--- config.mk ---
export PLATFORM = sky130hd
export DESIGN_NAME = serial_word_transmitter
export DESIGN_NICKNAME = d
export VERILOG_FILES = /design/src/rtl/serial_tx_pkg.sv /design/src/rtl/serial_bit_counter.sv /design/src/rtl/serial_word_transmitter.sv
export SDC_FILE = /design/constraint.sdc
export NUM_CORES = 1
export LEC_CHECK = 0
export CORE_UTILIZATION = 49
export CTS_CLUSTER_SIZE = 14
export DETAILED_ROUTE_END_ITERATION = 10
export GPL_ROUTABILITY_DRIVEN = 0
export PLACE_DENSITY = 0.79
export SYNTH_ARGS = -nofsm -noshare
export SYNTH_HDL_FRONTEND = slang
export SYNTH_SLANG_ARGS = --single-unit
--- constraint.sdc ---
create_clock -name Clk_In -period 2.65 [get_ports Clk_In]
set_clock_uncertainty 0.15 [all_clocks]
set_input_delay 0.265 -clock Clk_In [delete_from_list [all_inputs] [get_ports Clk_In]]
set_output_delay 0.265 -clock Clk_In [all_outputs]
set_load 0.05 [all_outputs]
--- src/rtl/serial_tx_pkg.sv ---
// serial_tx_pkg: shared FSM encoding, default word length and counter-width helper
package serial_tx_pkg;
   localparam int DEFAULT_DATA_WIDTH = 16;
   typedef enum logic [1:0] {IDLE, SHIFT, PARITY} tx_state_e;
   function automatic int cnt_width(input int w);
      return (w < 2) ? 1 : $clog2(w);
   endfunction
endpackage

--- src/rtl/serial_bit_counter.sv ---
// serial_bit_counter: counts 0..N-1 and flags the terminal value
module serial_bit_counter
   import serial_tx_pkg::*;
#(
   parameter int N  = DEFAULT_DATA_WIDTH,
   parameter int CW = cnt_width(N)
) (
   input  logic          clk,
   input  logic          rst,
   input  logic          clr_i,
   input  logic          en_i,
   output logic [CW-1:0] count_o,
   output logic          tc_o
);
   logic [CW-1:0] count_q;
   always_ff @(posedge clk)
      count_q <= (rst || clr_i) ? '0 : en_i ? count_q + CW'(1) : count_q;
   assign count_o = count_q;
   assign tc_o    = count_q == CW'(N - 1);
endmodule

--- src/rtl/serial_word_transmitter.sv ---
// serial_word_transmitter: LSB-first word serializer with ready/valid intake and frame counter.
// Defining SERIAL_TX_PARITY_EN appends an even-parity bit to every frame.
module serial_word_transmitter
   import serial_tx_pkg::*;
#(
   parameter int DATA_WIDTH = DEFAULT_DATA_WIDTH
) (
   input  logic                  Clk_In,
   input  logic                  Reset_In,
   input  logic [DATA_WIDTH-1:0] Data_In,
   input  logic                  Data_Valid_In,
   output logic                  Data_Ready_Out,
   output logic                  Serial_Data_Out,
   output logic                  Serial_Valid_Out,
   output logic                  Busy_Out,
   output logic [15:0]           Words_Sent_Out
);
   localparam int CW = cnt_width(DATA_WIDTH);
`ifdef SERIAL_TX_PARITY_EN
   localparam bit PARITY_EN = 1'b1;
   logic parity_q;
`else
   localparam bit PARITY_EN = 1'b0;
`endif
   tx_state_e             state_q;
   logic [DATA_WIDTH-1:0] shift_q;
   logic                  data_q, valid_q, busy_q, ready_q;
   logic [15:0]           words_q;
   logic [CW-1:0]         count;
   logic                  tc, accept, last_bit, next_last, frame_done;

   assign accept    = Data_Valid_In & ready_q;
   assign last_bit  = (state_q == SHIFT) && tc;
   assign next_last = count == CW'(DATA_WIDTH - 2);
`ifdef SERIAL_TX_PARITY_EN
   assign frame_done = state_q == PARITY;
`else
   assign frame_done = last_bit;
`endif

   serial_bit_counter #(.N(DATA_WIDTH)) u_bit_counter (
      .clk    (Clk_In),
      .rst    (Reset_In),
      .clr_i  (accept),
      .en_i   ((state_q == SHIFT) && !tc),
      .count_o(count),
      .tc_o   (tc)
   );

   // Accepting during the last bit reloads the shifter so frames run back to back.
   always_ff @(posedge Clk_In) begin
      if (Reset_In) begin
         state_q <= IDLE;
         shift_q <= '0;
         data_q  <= 1'b0;
         valid_q <= 1'b0;
         busy_q  <= 1'b0;
         ready_q <= 1'b0;
         words_q <= '0;
`ifdef SERIAL_TX_PARITY_EN
         parity_q <= 1'b0;
`endif
      end else begin
         if (frame_done) words_q <= words_q + 16'd1;
         if (accept) begin
            state_q <= SHIFT;
            shift_q <= Data_In >> 1;
            data_q  <= Data_In[0];
            valid_q <= 1'b1;
            busy_q  <= 1'b1;
            ready_q <= 1'b0;
`ifdef SERIAL_TX_PARITY_EN
            parity_q <= ^Data_In;
`endif
         end else if ((state_q == SHIFT) && !tc) begin
            shift_q <= shift_q >> 1;
            data_q  <= shift_q[0];
            ready_q <= !PARITY_EN && next_last;
         end
`ifdef SERIAL_TX_PARITY_EN
         else if (last_bit) begin
            state_q <= PARITY;
            data_q  <= parity_q;
            ready_q <= 1'b0;
         end
`endif
         else begin
            state_q <= IDLE;
            data_q  <= 1'b0;
            valid_q <= 1'b0;
            busy_q  <= 1'b0;
            ready_q <= 1'b1;
         end
      end
   end

   assign Data_Ready_Out   = ready_q;
   assign Serial_Data_Out  = data_q;
   assign Serial_Valid_Out = valid_q;
   assign Busy_Out         = busy_q;
   assign Words_Sent_Out   = words_q;
endmodule
# After elaboration in Yosys (flattened, before gate mapping)
# Index checks and enable logic that the tools add are counted.
# classes
bitwise_logic	1
n_mux	9
add_sub_neg	2
n_reduce_logical	6
eq_ne	3
# ops
op	n
15-bit two-way mux	2
16-bit by 1-bit adder with 16-bit output, second input constant	1
4-bit equality test, second input constant	2
1-bit two-way mux	7
4-bit by 1-bit adder with 4-bit output, second input constant	1
1-bit logical AND	2
2-bit by 1-bit inequality test with 1-bit output, second input constant	1
2-bit nonzero test	1
2-bit OR reduction	1
1-bit bitwise AND	1
1-bit logical NOT	1
1-bit logical OR	1
# word_totals
word_cells	28
reg_bits	39
inputBits	19
out_inout_bits	20

# Longest topological paths before layout
# Gate-level depths: netlist of run 1.
# depth
word_depth	5
mapped_depth	7
ltp_nobuf	5

# Hierarchy
# From an unflattened synthesis of run 1, not the netlist that was laid out.
# hier_totals
cells_unflattened	178
hier_area_um2	1679.1
# modules_own_cells
mod	n_inst	cells_each	area_per_inst_um2
serial_word_transmitter	1	160	1485.2
serial_bit_counter	1	18	193.9

# Worst setup path before layout of run 1
# No wires, ideal clock.
# synth_path
path_type	register to register
start	register, netlist name Busy_Out
end	register words_q[15] (netlist: Words_Sent_Out[15])
setup_slack_ns	0.433
period_less_slack_ns	2.217
arrival_time_ns	1.997
n_path_buf	0
stages_incl_launch_ff	5
path_cell_list	dfxtp_1 nand4_4 or4_4 or3_1 a21oi_1
# synth_rtl
element	line	text
end signal, assigned	serial_word_transmitter.sv:64	if (frame_done) words_q <= words_q + 16'd1;
end, declared	serial_word_transmitter.sv:28	logic [15:0] words_q;

==> reports/metrics.cfg, run 1 <==
[clock_network]
h-tree-depth = 2
worst_skew_pair.late_latency_ns = 0.35
clk_pin_slew_worst_paths_ns = 0.12
cts_buffer_depth = 2
cts.sinks = 38
cts_tree = done
holdBufCountCts = 0
numCtsBuffers = 5
cts_resized = 0
clock-root-buffer = clkbuf_4
post_cts_buffers = 0

[power_and_ir_drop]
p_leak_uw = 0.000728
ir_drop_uv = 366
finalPower_uw = 1120
powerDensity_nw_per_um2 = 521

[critical_path]
crit_path_start_kind = flip-flop
r2r_end = Words_Sent_Out[15]
worstSetupStartpoint = Busy_Out
worstPathArrival_ns = 1.72
path_max_fanout = 8
endpoint_kind = output pin
criticalPathCategory = flip-flop to output pin
critPathRequiredTime_ns = 2.24
slowest_stage = clkdlybuf4s50_1
reg2reg_slack_ns = 0.53
cp_num_buf_inv = 1
reg2reg_depth = 5
cp_cell_sequence = clkdlybuf4s50_1
critPathTopFamily = buffers and inverters
r2r_start = u_bit_counter.count_o[0]
max_stage_delay_ns = 0.86

[detailed_routing]
wl_per_cell_um = 11.6
drt_wl_total_um = 3260
vias_per_cell = 5.41
drc_errors = 0
antenna_left = 0
via_count = 1516
dr.pass1.iters = 4
drt_iter0_drc = 39

[logic_synthesis]
syn_avg_cell_area_um2 = 8.35
synthCells = 200
synthTopCellsByArea = dfxtp_1 (46%), nand2_1 (8.5%), a311oi_1 (7.3%)
synth_edf_count = 0
ys_ff_latch = 38
syn_nets = 222
yosys.area.top_type = dfxtp_1
yosys-top-cells-count = dfxtp_1 (38), nand2_1 (38), nor2_1 (29)
yosys.area.top_type_share_pct = 45.6
dominantRegCellSynth = dfxtp_1
yosysUniqueCellTypes = 30
synth_area_um2 = 1670
synth-seq-area-share_pct = 45.6
yosysWarnings = 0
async_reset_ff_share_pct = 0

[worst_hold_path]
hold_start = shift_q[13]
timing.hold.worst_endpoint = shift_q[12]
worstHoldPathType = flip-flop to flip-flop
holdPathStages = 2

[global_route]
grt_start_max_net_pins = 33
grt_pass1_vias = 1318
grt.total_usage_pct = 20.7
grt_overflow_total = 0
grt_pass1_wl_um = 5560
antenna_found_initial = 0

[timing]
rsz0062_at_grt = false
fin_crit_sh_pct = 80.4
fin_tns_setup_ns = 0
tightest_slew_ns = 0.655
setup_viol_count_final = 0
hold_viol_final = 0
final_max_slew_viol_count = 0
fmax_ghz = 0.469
min_period_ns = 2.13
slew_headroom_pct = 56.3
layout_setup_ws_ns = 0.519

[die]
die_y_um = 60.4
die_area_um2 = 3640
start_util_pct = 52.9
die_width_um = 60.4
rows = 20
core_um2 = 3150
pin_count = 39

[finish]
area_growth_pct = 28.9
antennaDiodeCount = 0
final_area_um2 = 2150
fin_cells = 280
layout.nets = 257
drive_above_1_share_pct = 5.93

[place]
pre_cts_ws_ns = 0.569
portBuffers = 38
place_hpwl_um = 2210
placed_area_um2 = 2070
dp_cells = 272

[run_status]
outcome = finished, final reports clean

[run]
maxCapViolations = 0

-- sequential cells by signal (all words and copies together), names as in the netlist --
name                   cells
Busy_Out                   1
Data_Ready_Out             1
Serial_Data_Out            1
Words_Sent_Out            16
shift_q                   15
u_bit_counter.count_o      4
-- area by class of cell --
cell class,count,area [um2]
Inverter,1,3.75
Sequential cell,38,761
Tap cell,44,55.1
Multi-Input combinational cell,149,853
Fill cell,288,1000
Clock inverter,3,45.0
Timing Repair Buffer,40,395
Clock buffer,5,37.5
-- cells by family after synthesis --
| kind of cell | after synthesis | synth area share [%] |
|---|---|---|
| XOR/XNOR | 14 | 7.35 |
| adder cells (fa/ha/maj) | 3 | 2.25 |
| AO/OA/AOI/OAI | 28 | 11.8 |
| AND/OR/NAND/NOR | 104 | 29.7 |
| buffers and inverters | 13 | 3.30 |
| flip-flops | 38 | 45.6 |
-- per-stage QoR --
step | util (%) | hold WS [ns]
3_3_place_gp | 65.6 | 0.308
2_1_floorplan | - | 0.278
6_report | 68.2 | 0.334
3_5_place_dp | 65.6 | 0.318
4_1_cts | 68.2 | 0.335
5_1_grt | 68.2 | 0.346
-- cells in the final DEF, fill, tap and decap left out, types with 3 or more instances in the layout --
master,n
a21oi_1,9
a311oi_1,14
clkbuf_4,5
clkdlybuf4s50_1,38
dfxtp_1,38
ha_1,3
nand2_1,38
nand3_1,12
nand4_1,7
nor2_1,29
nor4_1,3
o21ai_0,3
or3_1,3
xnor2_1,6
xor2_1,8
-- worst max path at each step --
| stage | to | slack, ns | cells after the start |
|---|---|---|---|
| final | Serial_Valid_Out | 0.52 | 1 |
| after floorplan | Words_Sent_Out[15] | 0.43 | 4 |
| after global placement | Words_Sent_Out[15] | 0.61 | 5 |
| after CTS | Serial_Valid_Out | 0.51 | 1 |
| after global routing | Words_Sent_Out[15] | 0.39 | 5 |
| after detailed placement | Words_Sent_Out[15] | 0.57 | 5 |
-- routing by layer --
layer	GRT usage, %	part of all wire, %
met5	0	0
met4	10.6	1.9
met3	5.97	4.6
met2	33.9	48
met1	24.7	45
-- report_power, final --
group | total [uW] | switching [uW] | internal, uW
combinational | 115 | 63.1 | 51.9
clock | 396 | 198 | 198
sequential | 610 | 15.3 | 595
Power figures use the tool's default switching activity.
==> run 2: changes to the inputs <==
--- a/config.mk
+++ b/config.mk
@@ -5,11 +5,11 @@
 export SDC_FILE = /design/constraint.sdc
 export NUM_CORES = 1
 export LEC_CHECK = 0
-export CORE_UTILIZATION = 49
+export CORE_UTILIZATION = 44
 export CTS_CLUSTER_SIZE = 14
 export DETAILED_ROUTE_END_ITERATION = 10
 export GPL_ROUTABILITY_DRIVEN = 0
-export PLACE_DENSITY = 0.79
+export PLACE_DENSITY = 0.75
 export SYNTH_ARGS = -nofsm -noshare
 export SYNTH_HDL_FRONTEND = slang
 export SYNTH_SLANG_ARGS = --single-unit
==> constraint.sdc (replaced) <==
create_clock -name Clk_In -period 1.9 [get_ports Clk_In]
set_clock_uncertainty 0.15 [all_clocks]
set_input_delay 0.19 -clock Clk_In [delete_from_list [all_inputs] [get_ports Clk_In]]
set_output_delay 0.19 -clock Clk_In [all_outputs]
set_load 0.05 [all_outputs]
==> reports/metrics.cfg, run 2 (same netlist as run 1, synthesis figures left out) <==
[run_status]
outcome = finished, final reports clean

[clock_network]
numCtsBuffers = 5
clock-root-buffer = clkbuf_8
holdBufCountCts = 0
cts.sinks = 38
cts_buffer_depth = 2
clk_pin_slew_worst_paths_ns = 0.07
cts_tree = done
h-tree-depth = 2
worst_skew_pair.late_latency_ns = 0.29

[finish]
fin_util_pct = 64.4
largest_reg_flops = 16
final_cell_mix = nand2_1 (38), clkdlybuf4s50_1 (33), nor2_1 (29), dfxtp_1 (24)
final_common_cell = nand2_1
area_growth_pct = 41.3
layout.nets = 269
final_area_um2 = 2360
antennaDiodeCount = 0
fillCellCount = 307
drive_above_1_share_pct = 18.5

[detailed_routing]
drt_iter0_drc = 87
drt_wl_total_um = 3670
wl_per_cell_um = 12.4
via_count = 1568
dr.pass1.iters = 4
drc_errors = 0
vias_per_cell = 5.30
antenna_left = 0

[power_and_ir_drop]
powerDensity_nw_per_um2 = 700
finalPower_uw = 1650
internal_power_uw = 1250
ir_drop_uv = 495
clock_power_share_pct = 37.5
p_leak_uw = 0.000872
switching_share_pct = 24.5
pwr-share-comb_pct = 11.5
seq_power_share_pct = 51.0
switchingPower_uw = 405

[die]
pin_count = 39
rows = 22
die_area_um2 = 4040
start_util_pct = 45.6
core_um2 = 3660
die_y_um = 63.6
die_width_um = 63.6

[timing]
tightest_slew_ns = 0.506
whs_ns = 0.329
fmax_ghz = 0.543
fin_crit_sh_pct = 96.9
slew_headroom_pct = 66.2
final_max_slew_viol_count = 0
hold_viol_final = 0
min_period_ns = 1.84
layout_setup_ws_ns = 0.0581
setup_viol_count_final = 0

[critical_path]
worstPathArrival_ns = 1.50
critPathTopFamily = buffers and inverters
endpoint_kind = output pin
path_max_fanout = 6
slowest_stage = clkdlybuf4s50_1
criticalPathCategory = flip-flop to output pin
critPathRequiredTime_ns = 1.56
cp_num_buf_inv = 1
crit_path_start_kind = flip-flop
cp_cell_sequence = clkdlybuf4s50_1
max_stage_delay_ns = 0.82

[place]
place_hpwl_um = 2660
pre_cts_ws_ns = 0.0151
portBuffers = 38
placed_area_um2 = 2230

[worst_hold_path]
worstHoldPathType = flip-flop to flip-flop

[global_route]
grt.total_usage_pct = 19.7
grt_pass1_vias = 1418
grt_pass1_wl_um = 6260
grt_overflow_total = 0
antenna_found_initial = 0
grt_start_max_net_pins = 31

[run]
maxCapViolations = 0

-- run 2: cell types whose count changed in the layout (fill, tap and decap cells not counted), moves of 2 or more --
| cell | before | now |
|---|---|---|
| buf_4 | 2 | 14 |
| clkdlybuf4s50_1 | 38 | 33 |
| dfxtp_2 | 0 | 7 |
| dlymetal6s2s_1 | 0 | 2 |
| clkinv_2 | 0 | 2 |
| clkinvlp_4 | 2 | 0 |
| clkbuf_8 | 0 | 5 |
| clkbuf_4 | 5 | 0 |
| dfxtp_4 | 0 | 7 |
| dfxtp_1 | 38 | 24 |
| buf_12 | 0 | 3 |
-- run 2: cell type report --
cell class | instances | area (um2) | area share, %
timing repair buffer | 52 | 520 | 22.1
inverter | 1 | 3.75 | 0.159
clock buffer | 6 | 93.8 | 3.98
tap | 48 | 60.1 | 2.55
clock inverter | 2 | 10.0 | 0.424
sequential | 38 | 796 | 33.7
multi-input combinational | 149 | 875 | 37.1
-- run 2: power by group through the flow --
stage	logic (uW)	registers (uW)	clock network, uW
floorplan	85.8	872	0
global placement	188	859	0
detailed placement	191	859	0
CTS	192	842	632
global route	209	845	667
finish	190	842	620
-- run 2: metal layers --
layer | vias up | GRT usage [%] | part of all wire [%]
met4 | 0 | 9.38 | 1.4
met1 | 725 | 26.3 | 48
met5 | - | 0 | 0
met3 | 5 | 5.25 | 4.3
li1 | 795 | - | -
met2 | 43 | 29.1 | 46
-- run 2: worst register-to-register path: stages (launching register included) --
cell and delay, ns:
dfxtp_2 0.36, ha_4 0.16, nand4_4 0.10, or4_4 0.55, or3_4 0.35, a21oi_2 0.11
-- run 2: final timing paths --
check	from	end	slack, ns	cells past startpoint
max	Words_Sent_Out[9]	Words_Sent_Out[9]	0.06	1
min	shift_q[5]	shift_q[5]	0.33	2
max reg2reg	u_bit_counter.count_o[0]	Words_Sent_Out[15]	0.07	5
min reg2reg	shift_q[5]	shift_q[5]	0.33	2
-- run 2: repair_timing --
action,in CTS,in global routing
endpoints found under the hold margin,0,0
setup buffers,0,1
pin swaps,1,5
endpoints found under the setup margin,1,3
resized for setup,0,4
-- run 2: metrics by stage --
stage	TNS, ns	cells
final	0	296
after global routing	-0.00116	296
after CTS	0	295
after detailed placement	0	287
after global placement	0	287
after floorplan	0	200
